### src/rtl/saturn_bus_ctrl.sv
// Saturn-style nibble bus controller: turns core LOAD_PC/PC_READ/LOAD_DP/DP_READ requests into
// strobed command/address/read slots (one slot = 2 clocks), with a 4-strobe bus reset after reset.
module saturn_bus_ctrl (
   input  logic        i_clk,
   input  logic        i_reset,
   input  logic        i_cmd_valid,
   input  logic [1:0]  i_cmd_op,
   input  logic [19:0] i_cmd_addr,
   output logic        o_cmd_ready,
   output logic        o_data_valid,
   output logic [3:0]  o_data,
   output logic        o_bus_reset,
   output logic        o_bus_clk_en,
   output logic        o_bus_is_data,
   output logic [3:0]  o_bus_nibble_out,
   input  logic [3:0]  i_bus_nibble_in
);

   typedef enum logic [2:0] {
      S_BUS_RESET,
      S_IDLE,
      S_CMD,
      S_ADDR,
      S_READ,
      S_DONE
   } state_t;

   state_t      state_q, state_d;
   logic        phase_q, phase_d;
   logic        clk_en_q, clk_en_d;
   logic        pend_q, pend_d;
   logic [1:0]  op_q, op_d;
   logic [19:0] addr_q, addr_d;
   logic [2:0]  cnt_q, cnt_d;
   logic        bus_rst_q, bus_rst_d;
   logic        is_data_q, is_data_d;
   logic [3:0]  nib_q, nib_d;
   logic [3:0]  data_q, data_d;
   logic        dv_q, dv_d;
   logic        accept;
   logic [3:0]  cmd_code;

   // A request accepted mid-slot waits in pend_q for the next slot boundary.
   assign o_cmd_ready = (state_q == S_IDLE) && !pend_q;
   assign accept      = i_cmd_valid && o_cmd_ready;

   always_comb begin
      cmd_code = 4'h4;
      case (op_q)
         2'd0: cmd_code = 4'h4;
         2'd1: cmd_code = 4'h2;
         2'd2: cmd_code = 4'h5;
         2'd3: cmd_code = 4'h3;
         default: cmd_code = 4'h4;
      endcase
   end

   always_comb begin
      state_d   = state_q;
      phase_d   = ~phase_q;
      clk_en_d  = phase_q;
      pend_d    = pend_q;
      op_d      = op_q;
      addr_d    = addr_q;
      cnt_d     = cnt_q;
      bus_rst_d = bus_rst_q;
      is_data_d = is_data_q;
      nib_d     = nib_q;
      data_d    = data_q;
      dv_d      = 1'b0;

      if (accept) begin
         pend_d = 1'b1;
         op_d   = i_cmd_op;
         addr_d = i_cmd_addr;
      end

      // Bus-visible state only moves on the edge that closes a strobe clock.
      if (clk_en_q) begin
         case (state_q)
            S_BUS_RESET: begin
               if (cnt_q == 3'd3) begin
                  state_d   = S_IDLE;
                  cnt_d     = 3'd0;
                  bus_rst_d = 1'b0;
               end else begin
                  cnt_d = cnt_q + 3'd1;
               end
            end
            S_IDLE: begin
               if (pend_q) begin
                  state_d   = S_CMD;
                  pend_d    = 1'b0;
                  is_data_d = 1'b0;
                  nib_d     = cmd_code;
               end
            end
            S_CMD: begin
               is_data_d = 1'b1;
               cnt_d     = 3'd0;
               if (op_q[0]) begin
                  state_d = S_READ;
                  nib_d   = 4'h0;
               end else begin
                  state_d = S_ADDR;
                  nib_d   = addr_q[3:0];
               end
            end
            S_ADDR: begin
               if (cnt_q == 3'd4) begin
                  state_d   = S_DONE;
                  cnt_d     = 3'd0;
                  is_data_d = 1'b0;
                  nib_d     = 4'h0;
               end else begin
                  cnt_d = cnt_q + 3'd1;
                  nib_d = addr_q[{cnt_d, 2'b00} +: 4];
               end
            end
            S_READ: begin
               data_d    = i_bus_nibble_in;
               dv_d      = 1'b1;
               state_d   = S_DONE;
               is_data_d = 1'b0;
               nib_d     = 4'h0;
            end
            S_DONE: begin
               state_d = S_IDLE;
            end
            default: begin
               state_d   = S_BUS_RESET;
               bus_rst_d = 1'b1;
               cnt_d     = 3'd0;
            end
         endcase
      end
   end

   always_ff @(posedge i_clk or posedge i_reset) begin
      if (i_reset) begin
         state_q   <= S_BUS_RESET;
         phase_q   <= 1'b0;
         clk_en_q  <= 1'b0;
         pend_q    <= 1'b0;
         op_q      <= 2'd0;
         addr_q    <= 20'd0;
         cnt_q     <= 3'd0;
         bus_rst_q <= 1'b1;
         is_data_q <= 1'b0;
         nib_q     <= 4'h0;
         data_q    <= 4'h0;
         dv_q      <= 1'b0;
      end else begin
         state_q   <= state_d;
         phase_q   <= phase_d;
         clk_en_q  <= clk_en_d;
         pend_q    <= pend_d;
         op_q      <= op_d;
         addr_q    <= addr_d;
         cnt_q     <= cnt_d;
         bus_rst_q <= bus_rst_d;
         is_data_q <= is_data_d;
         nib_q     <= nib_d;
         data_q    <= data_d;
         dv_q      <= dv_d;
      end
   end

   assign o_data_valid     = dv_q;
   assign o_data           = data_q;
   assign o_bus_reset      = bus_rst_q;
   assign o_bus_clk_en     = clk_en_q;
   assign o_bus_is_data    = is_data_q;
   assign o_bus_nibble_out = nib_q;

endmodule

### config.mk
export PLATFORM = sky130hd
export DESIGN_NAME = saturn_bus_ctrl
export DESIGN_NICKNAME = d
export VERILOG_FILES = /design/src/rtl/saturn_bus_ctrl.sv
export SDC_FILE = /design/constraint.sdc
export NUM_CORES = 1
export LEC_CHECK = 0
export CORE_UTILIZATION = 51
export DETAILED_ROUTE_END_ITERATION = 16
export GPL_ROUTABILITY_DRIVEN = 0
export GPL_TIMING_DRIVEN = 0
export PLACE_DENSITY = 0.85
export SETUP_SLACK_MARGIN = 0.4
export SLEW_MARGIN = 20
export SYNTH_ARGS = -nofsm -noshare
export SYNTH_HDL_FRONTEND = slang
export SYNTH_SLANG_ARGS = --single-unit
### constraint.sdc
create_clock -name i_clk -period 5 [get_ports i_clk]
set_clock_uncertainty 0.2 [all_clocks]
set_input_delay 0.5 -clock i_clk [delete_from_list [all_inputs] [get_ports i_clk]]
set_output_delay 0.5 -clock i_clk [all_outputs]
set_load 0.1 [all_outputs]
==> impl_metrics.env, run 1 <==
export IMPL_path_cells="buf_4 > nor3b_4 > and2b_4 > clkdlybuf4s50_1"
export IMPL_holdPathEnd="o_bus_clk_en"
export IMPL_hp_class="register to register"
export IMPL_synth_area_top_cells="dfrtp_1 (47%), mux2_4 (14%), mux2_2 (4.1%)"
export IMPL_cp_data_required_time_ns=4.30
export IMPL_cts_hold_buf=0
export IMPL_finalPower_mw=1.85
export IMPL_irDropWorstVdd_mv=0.348
export IMPL_dpl_hpwl_mm=3.17
export IMPL_yosysTopAreaCellShare_pct=47.2
export IMPL_p_sw_mw=0.817
export IMPL_grt_total_usage_pct=21.3
export IMPL_cpMaxStageDelayCell="clkdlybuf4s50_1"
export IMPL_finalSetupViolations=0
export IMPL_syn_area_um2=2170
export IMPL_clockPowerShare_pct=12.1
export IMPL_antenna_found_initial=0
export IMPL_worst_path_max_fanout=10
export IMPL_overflow=0
export IMPL_io_buffers=41
export IMPL_ys_seq_area_share_pct=48.4
export IMPL_sw_frac_of_total_pct=44.2
export IMPL_grt_max_degree=23
export IMPL_p_comb_share_pct=55.1
export IMPL_core_um2=4060
export IMPL_status="completed"
export IMPL_seqPwrFrac_pct=32.8
export IMPL_grt_pass1_wl_mm=6.86
export IMPL_start_kind="register"
export IMPL_clkTransAtPathRegs_ns=0.07
export IMPL_dr_pass1_iters=4
export IMPL_cts_resized=0
export IMPL_netlist_instances=179
export IMPL_r2r_end="o_bus_nibble_out[2]"
export IMPL_clock_latency_ns=0.30
export IMPL_vias=1555
export IMPL_r2r_cells=7
export IMPL_fin_setup_tns_ns=0
export IMPL_start_util_pct=53.6
export IMPL_wl_mm=4.22
export IMPL_drive_gt1_share_pct=23.1
export IMPL_die_x_um=67.3
export IMPL_die_area_um2=4530
export IMPL_holdPathStages=0
export IMPL_rsz0062_at_grt="no"
export IMPL_clock_root_buffer="clkbuf_8"
export IMPL_diodes=0
export IMPL_period_minus_slack_ns=3.14
export IMPL_async_flop_share_pct=100
export IMPL_synth_avg_cell_area_um2=12.1
export IMPL_r2r_setup_slack_ns=2.78
export IMPL_tightest_slew_ns=0.969
export IMPL_synth_edf_count=0
export IMPL_fmax_mhz=318
export IMPL_htree_levels=2
export IMPL_hp_start="clk_en_d"
export IMPL_p_per_area_nw_per_um2=668
export IMPL_final_cell_mix="dfrtp_1 (41), clkdlybuf4s50_1 (41), mux2_4 (20)"
export IMPL_ys_warn_count=0
export IMPL_synthDistinctLibCells=47
export IMPL_hold_viol=0
export IMPL_grt_pass1_vias=1436
export IMPL_end_kind="output pin"
export IMPL_worst_setup_path_type="register to output pin"
export IMPL_clockBufferDepth=2
export IMPL_drc_errors=0
export IMPL_ys_flop_type="dfrtp_1"
export IMPL_max_slew_margin_pct=35.2
export IMPL_drt_iter0_markers=84
export IMPL_yosysTopAreaCell="dfrtp_1"
export IMPL_hold_ws_ns=0.193
export IMPL_fillers=297
export IMPL_cp_arrival_ns=2.44
export IMPL_synth_nets=212
export IMPL_slew_viol_final=0
export IMPL_ys_seq_elements=42
export IMPL_clock_sinks=42
export IMPL_setup_worst_path_start="state_q[2]"
export IMPL_final_nets=261
export IMPL_cts_tree="built"
export IMPL_syn_to_final_growth_pct=27.2
export IMPL_p_int_mw=1.03
export IMPL_post_cts_buffers=0
export IMPL_slowest_delay_ns=1.13
export IMPL_std_cell_rows=23
export IMPL_cts_buffers=5
export IMPL_routedWlPerCell_um=15.1
export IMPL_r2r_start="cnt_q[0]"
export IMPL_p_leak_nw=1.25
export IMPL_drv_cap=0
export IMPL_die_h_um=67.3
export IMPL_fin_crit_sh_pct=62.8
export IMPL_io_pins=42
export IMPL_routed_via_density=5.57
export IMPL_ant_nets=0
==> worst max-delay path by stage <==
stage	end	cells after the start
floorplan	o_bus_nibble_out[3]	6
global placement	o_cmd_ready	4
detailed placement	o_cmd_ready	4
CTS	o_cmd_ready	4
global route	o_cmd_ready	4
finish	o_cmd_ready	4
==> Yosys cell counts (3+ instances only) <==
library cell  instances
nand2_1               6
ha_1                  4
and3_1                3
nor3_1                3
buf_2                 4
o221ai_1              3
mux2_2                8
a21oi_1               8
nor2_1                6
nand3_1               3
mux2i_1               8
or3b_2                3
o22ai_1               3
inv_1                10
o21ai_0               7
mux2_4               20
dfrtp_1              41
==> area by class of cell <==
| class | instances | area (µm²) | area share (%) |
|---|---|---|---|
| multi-input combinational | 116 | 1020 | 36.8 |
| buffer | 11 | 66.3 | 2.40 |
| clock buffer | 8 | 90.1 | 3.26 |
| sequential | 42 | 1050 | 38.1 |
| inverter | 10 | 37.5 | 1.36 |
| timing repair buffer | 42 | 438 | 15.8 |
| tap | 50 | 62.6 | 2.26 |
==> sequential cells by signal, indices dropped and copies added (netlist names) <==
name,count
addr_q,20
clk_en_d,1
cnt_q,3
o_bus_clk_en,1
o_bus_is_data,1
o_bus_nibble_out,4
o_bus_reset,1
o_data,4
o_data_valid,1
op_q,2
pend_q,1
state_q,3
==> metal layers <==
layer  GRT usage, %  share of wire, %
met4           7.45               1.6
met3           5.57               4.0
met1           28.6                45
met5              0                 0
met2           33.0                49
==> through the flow <==
step	utilization, %	worst slack (ns)	cells	cell area, µm²
after floorplan	-	2.71	179	2170
after global placement	65.2	2.19	270	2650
after detailed placement	65.9	2.18	271	2680
after CTS	68.1	1.86	279	2770
after global routing	68.1	1.78	279	2770
final	68.1	1.86	279	2770
==> critical path: cells and delay by family (launching register included) <==
kind          cells  cell delay, ns
simple gates      2            0.45
buf+inv           2            1.31
flops             1            0.38
==> power groups by stage <==
stage | registers, mW | logic, mW | clock network [mW]
2_1_floorplan | 0.837 | 0.560 | 0
3_3_place_gp | 0.603 | 0.999 | 0
3_5_place_dp | 0.611 | 1.02 | 0
4_1_cts | 0.606 | 1.02 | 0.228
5_1_grt | 0.627 | 1.08 | 0.243
6_report | 0.606 | 1.02 | 0.224
==> logic make-up (layout without fill, tap and decap cells) <==
kind of cell               after synthesis  after routing  synth area share, %
adders and majority gates                4              4                 2.30
buffers and inverters                   21             71                 4.78
DFF                                     42             42                 48.4
muxes                                   36             36                 21.6
and+or+nand+nor                         40             40                 11.6
AOI/OAI and AO/OA                       36             36                 11.3
Power figures use the tool's default switching activity.
==> run 2, diff against run 1 <==
==> constraint.sdc (replaced) <==
create_clock -name i_clk -period 3.1 [get_ports i_clk]
set_clock_uncertainty 0.2 [all_clocks]
set_input_delay 0.31 -clock i_clk [delete_from_list [all_inputs] [get_ports i_clk]]
set_output_delay 0.31 -clock i_clk [all_outputs]
set_load 0.1 [all_outputs]
==> run 2 against run 1 <==
Effect of this change: via count stayed put; core utilization fell by 0.12 points; non-clock buffer count unchanged.
==> impl_metrics.env, run 2 (synthesized netlist as in run 1, its figures left out) <==
export IMPL_vias=1555
export IMPL_clock_sinks=42
export IMPL_cts_hold_buf=0
export IMPL_crit_family="buffers and inverters"
export IMPL_cts_tree="built"
export IMPL_worst_path_max_fanout=3
export IMPL_die_h_um=67.3
export IMPL_io_pins=42
export IMPL_max_slew_margin_pct=35.2
export IMPL_largest_reg_flops=20
export IMPL_hp_class="primary input to async pin"
export IMPL_overflow=0
export IMPL_clock_latency_ns=0.30
export IMPL_slowest_delay_ns=1.12
export IMPL_clock_root_buffer="clkbuf_8"
export IMPL_r2r_start="cnt_q[0]"
export IMPL_routedWlPerCell_um=15.1
export IMPL_worst_setup_path_type="register to output pin"
export IMPL_fmax_mhz=405
export IMPL_clockBufferDepth=2
export IMPL_clkTransAtPathRegs_ns=0.07
export IMPL_drv_cap=0
export IMPL_grt_max_degree=23
export IMPL_rsz0062_at_grt="no"
export IMPL_r2r_end="o_bus_nibble_out[2]"
export IMPL_fin_crit_sh_pct=79.7
export IMPL_path_buf_inv=1
export IMPL_status="completed"
export IMPL_ant_nets=0
export IMPL_grt_total_usage_pct=21.3
export IMPL_layout_setup_ws_ns=0.628
export IMPL_r2r_setup_slack_ns=0.88
export IMPL_slew_viol_final=0
export IMPL_cts_buffers=5
export IMPL_grt_pass1_vias=1436
export IMPL_drive_gt1_share_pct=23.6
export IMPL_period_minus_slack_ns=2.47
export IMPL_hold_viol=0
export IMPL_grt_pass1_wl_mm=6.86
export IMPL_die_area_um2=4530
export IMPL_end_kind="output pin"
export IMPL_cp_arrival_ns=1.96
export IMPL_routed_via_density=5.57
export IMPL_p_per_area_nw_per_um2=1080
export IMPL_htree_levels=2
export IMPL_syn_to_final_growth_pct=26.9
export IMPL_fin_setup_tns_ns=0
export IMPL_tightest_slew_ns=0.969
export IMPL_start_kind="register"
export IMPL_path_cells="clkdlybuf4s50_1"
export IMPL_wl_mm=4.23
export IMPL_mostFrequentLayoutCell="dfrtp_1"
export IMPL_p_leak_nw=1.25
export IMPL_cpMaxStageDelayCell="clkdlybuf4s50_1"
export IMPL_final_nets=261
export IMPL_finalSetupViolations=0
export IMPL_core_um2=4060
export IMPL_start_util_pct=53.6
export IMPL_cp_data_required_time_ns=2.59
export IMPL_final_cell_mix="dfrtp_1 (41), clkdlybuf4s50_1 (40), mux2_4 (20)"
export IMPL_dr_pass1_iters=4
export IMPL_largest_register="addr_q"
export IMPL_antenna_found_initial=0
export IMPL_die_x_um=67.3
export IMPL_dpl_hpwl_mm=3.17
export IMPL_drt_iter0_markers=84
export IMPL_io_buffers=41
export IMPL_drc_errors=0
export IMPL_irDropWorstVdd_mv=0.561
export IMPL_dp_slack_ns=0.474
export IMPL_std_cell_rows=23
export IMPL_diodes=0
export IMPL_r2r_cells=7
run 2: changes by cell type in the layout (fill, tap and decap cells not counted):
cell             previous run  this run
clkdlybuf4s50_1            41        40
clkbuf_2                    1         2
run 2: routing by layer:
metal	track usage (%)	wire (µm)	part of all wire, %
met4	7.45	66	1.6
met3	5.57	172	4.1
met2	33.0	2070	49
met5	0	0	0
met1	28.6	1920	45
run 2: per-stage QoR:
step	power (mW)	hold slack [ns]	instance area [µm²]	instances	util (%)
finish	2.98	0.144	2760	279	68.0
global placement	2.58	0.164	2650	270	65.2
floorplan	2.25	0.154	2170	179	-
detailed placement	2.63	0.179	2680	271	65.9
global route	3.14	0.196	2760	279	68.0
CTS	2.99	0.155	2760	279	68.1
run 2: worst max path at each step:
stage / from / end / slack, ns / depth (start not counted)
after global placement: state_q[2] / o_cmd_ready / 0.48 / 4
after global routing: o_bus_reset / o_bus_reset / 0.59 / 1
after CTS: state_q[2] / o_cmd_ready / 0.42 / 4
after detailed placement: state_q[2] / o_cmd_ready / 0.47 / 4
final: o_bus_reset / o_bus_reset / 0.63 / 1
after floorplan: o_bus_clk_en / o_bus_nibble_out[3] / 0.81 / 6
run 2: repair_timing:
action | in CTS | in global routing
gates resized for setup | 1 | 2
endpoints found under the setup margin | 1 | 1
setup buffers | 0 | 0
run 2: power by group:
group	leakage (nW)	switching, mW	total [mW]	internal (mW)
logic	0.700	0.953	1.64	0.683
registers	0.509	0.184	0.978	0.793
clock network	0.0455	0.180	0.361	0.182
run 2: layout make-up:
cell class / instances / area (µm²)
flip-flops and latches: 42 / 1050
inverters: 10 / 37.5
multi-input cells: 116 / 1020
well taps: 50 / 62.6
fillers: 298 / 1300
plain buffers: 11 / 66.3
clock buffers: 8 / 90.1
repair buffers: 42 / 433
==> run 3, diff against run 2 <==
--- a/config.mk
+++ b/config.mk
@@ -5,11 +5,11 @@
 export SDC_FILE = /design/constraint.sdc
 export NUM_CORES = 1
 export LEC_CHECK = 0
-export CORE_UTILIZATION = 51
+export CORE_UTILIZATION = 46
 export DETAILED_ROUTE_END_ITERATION = 16
 export GPL_ROUTABILITY_DRIVEN = 0
 export GPL_TIMING_DRIVEN = 0
-export PLACE_DENSITY = 0.85
+export PLACE_DENSITY = 0.81
 export SETUP_SLACK_MARGIN = 0.4
 export SLEW_MARGIN = 20
 export SYNTH_ARGS = -nofsm -noshare
==> constraint.sdc (replaced) <==
create_clock -name i_clk -period 2.1 [get_ports i_clk]
set_clock_uncertainty 0.2 [all_clocks]
set_input_delay 0.21 -clock i_clk [delete_from_list [all_inputs] [get_ports i_clk]]
set_output_delay 0.21 -clock i_clk [all_outputs]
set_load 0.1 [all_outputs]
==> run 3 against run 2 <==
Effect of this change: via count grew 12%; die area grew 11%; final cell count grew 8.6%; critical endpoint is now state_q[2]; largest power group unchanged; combinational power grew 110%; count of clock-buffer cells in the layout shrank 2; the run now ends with design-rule violations left.
==> impl_metrics.env, run 3 (synthesized netlist as in run 1, its figures left out) <==
export IMPL_status="complete, but fails checks"
export IMPL_violations="design-rule violations"
export IMPL_tightest_slew_ns=0.560
export IMPL_grt_pass1_vias=1822
export IMPL_rsz0062_at_grt="yes"
export IMPL_cp_arrival_ns=1.99
export IMPL_vias=1747
export IMPL_syn_to_final_growth_pct=55.9
export IMPL_final_cell_mix="dfrtp_1 (37), clkdlybuf4s50_1 (28), mux2_4 (22)"
export IMPL_io_buffers=41
export IMPL_drive_gt1_share_pct=52.2
export IMPL_antenna_found_initial=0
export IMPL_grt_pass1_wl_mm=9.18
export IMPL_cp_data_required_time_ns=2.09
export IMPL_overflow=0
export IMPL_worst_setup_path_type="register to register"
export IMPL_dpl_hpwl_mm=3.44
export IMPL_finish_instance_area_um2=3390
export IMPL_clock_root_buffer="clkbuf_8"
export IMPL_clockBufferDepth=2
export IMPL_htree_levels=2
export IMPL_drv_cap=0
export IMPL_start_util_pct=48.9
export IMPL_clock_latency_ns=0.31
export IMPL_hold_viol=0
export IMPL_core_um2=4440
export IMPL_start_kind="register"
export IMPL_clkTransAtPathRegs_ns=0.09
export IMPL_crit_family="flip-flops"
export IMPL_routedWlPerCell_um=19.0
export IMPL_largest_reg_flops=20
export IMPL_irDropWorstVdd_mv=0.844
export IMPL_routed_via_density=5.77
export IMPL_die_x_um=70.8
export IMPL_p_per_area_nw_per_um2=1640
export IMPL_clock_sinks=42
export IMPL_fin_crit_sh_pct=95.7
export IMPL_slew_viol_final=0
export IMPL_drt_iter0_markers=133
export IMPL_ant_nets=0
export IMPL_hp_class="primary input to async pin"
export IMPL_finalSetupViolations=0
export IMPL_cts_hold_buf=0
export IMPL_cts_tree="built"
export IMPL_cpMostUsedCell="ha_4"
export IMPL_die_area_um2=5010
export IMPL_dr_pass1_iters=10
export IMPL_grt_max_degree=23
export IMPL_path_cells="ha_4 > ha_4 > or2_4 > o31ai_4 > or3_4 > buf_6 > o22ai_2"
export IMPL_period_minus_slack_ns=2.01
export IMPL_cts_buffers=5
export IMPL_diodes=0
export IMPL_grt_total_usage_pct=24.4
export IMPL_io_pins=42
export IMPL_path_buf_inv=1
export IMPL_slowest_delay_ns=0.47
export IMPL_mostFrequentLayoutCell="dfrtp_1"
export IMPL_placed_area_um2=2790
export IMPL_hold_ws_ns=0.0440
export IMPL_cpMaxStageDelayCell="dfrtp_2"
export IMPL_final_nets=283
export IMPL_fillers=273
export IMPL_wl_mm=5.76
export IMPL_max_slew_margin_pct=62.8
export IMPL_largest_register="addr_q"
export IMPL_end_kind="register"
export IMPL_worst_path_max_fanout=3
export IMPL_std_cell_rows=24
export IMPL_fmax_mhz=498
export IMPL_p_leak_nw=1.49
export IMPL_drc_errors=2
export IMPL_die_h_um=70.8
## run 3: path summary, 6_finish.rpt
| path | slack (ns) | end | startpoint | depth (start not counted) |
|---|---|---|---|---|
| worst max register to register | 0.09 | state_q[2] | cnt_q[0] | 7 |
| worst max-delay path | 0.09 | state_q[2] | cnt_q[0] | 7 |
| worst min register to register | 0.19 | o_bus_clk_en | clk_en_d | 0 |
| max in group asynchronous | 1.16 | cnt_q[1] | i_reset | 3 |
| min in group i_clk | 0.19 | o_bus_clk_en | clk_en_d | 0 |
| worst min-delay path | 0.04 | o_data[0] | i_reset | 2 |
## run 3: area by class of cell
cell class / instances / area, µm² / share of cell area, %
flip-flops and latches: 42 / 1060 / 31.3
clock buffers: 6 / 72.6 / 2.14
inverters: 10 / 40.0 / 1.18
repair buffers: 64 / 702 / 20.7
multi-input cells: 116 / 1290 / 37.9
plain buffers: 11 / 150 / 4.43
well taps: 52 / 65.1 / 1.92
clock inverters: 2 / 13.8 / 0.406
## run 3: worst reg2reg max path, stage by stage (launching register included)
cell	delay, ns
dfrtp_2	0.47
ha_4	0.19
ha_4	0.15
or2_4	0.26
o31ai_4	0.28
or3_4	0.20
buf_6	0.09
o22ai_2	0.06
## run 3: routing by layer
metal,global-route usage [%],part of all wire (%)
met1,29.7,41
met5,0,0
met3,4.56,4.0
met2,42.8,54
met4,9.33,1.1
## run 3: power by group
group,internal (mW),switching (mW)
Combinational,1.67,1.82
Sequential,1.18,0.342
Clock,0.235,0.298
Total,3.08,2.46
## run 3: metrics by stage
stage / TNS [ns] / std cells / worst slack [ns] / utilization [%] / power [mW]
6_report: 0 / 303 / 0.0902 / 76.3 / 5.55
5_1_grt: 0 / 303 / 0.0604 / 76.3 / 5.77
4_1_cts: 0 / 298 / 0.139 / 71.9 / 5.00
3_5_place_dp: -0.485 / 273 / -0.413 / 62.9 / 4.07
3_3_place_gp: -4.63 / 272 / -0.389 / 62.2 / 3.99
2_1_floorplan: 0 / 179 / 0.0824 / - / 3.49
## run 3: what timing repair did
item,in CTS,in global routing
gates cloned,2,0
setup endpoints to repair,43,41
setup buffers,15,5
pin swaps,10,14
resized for setup,70,39
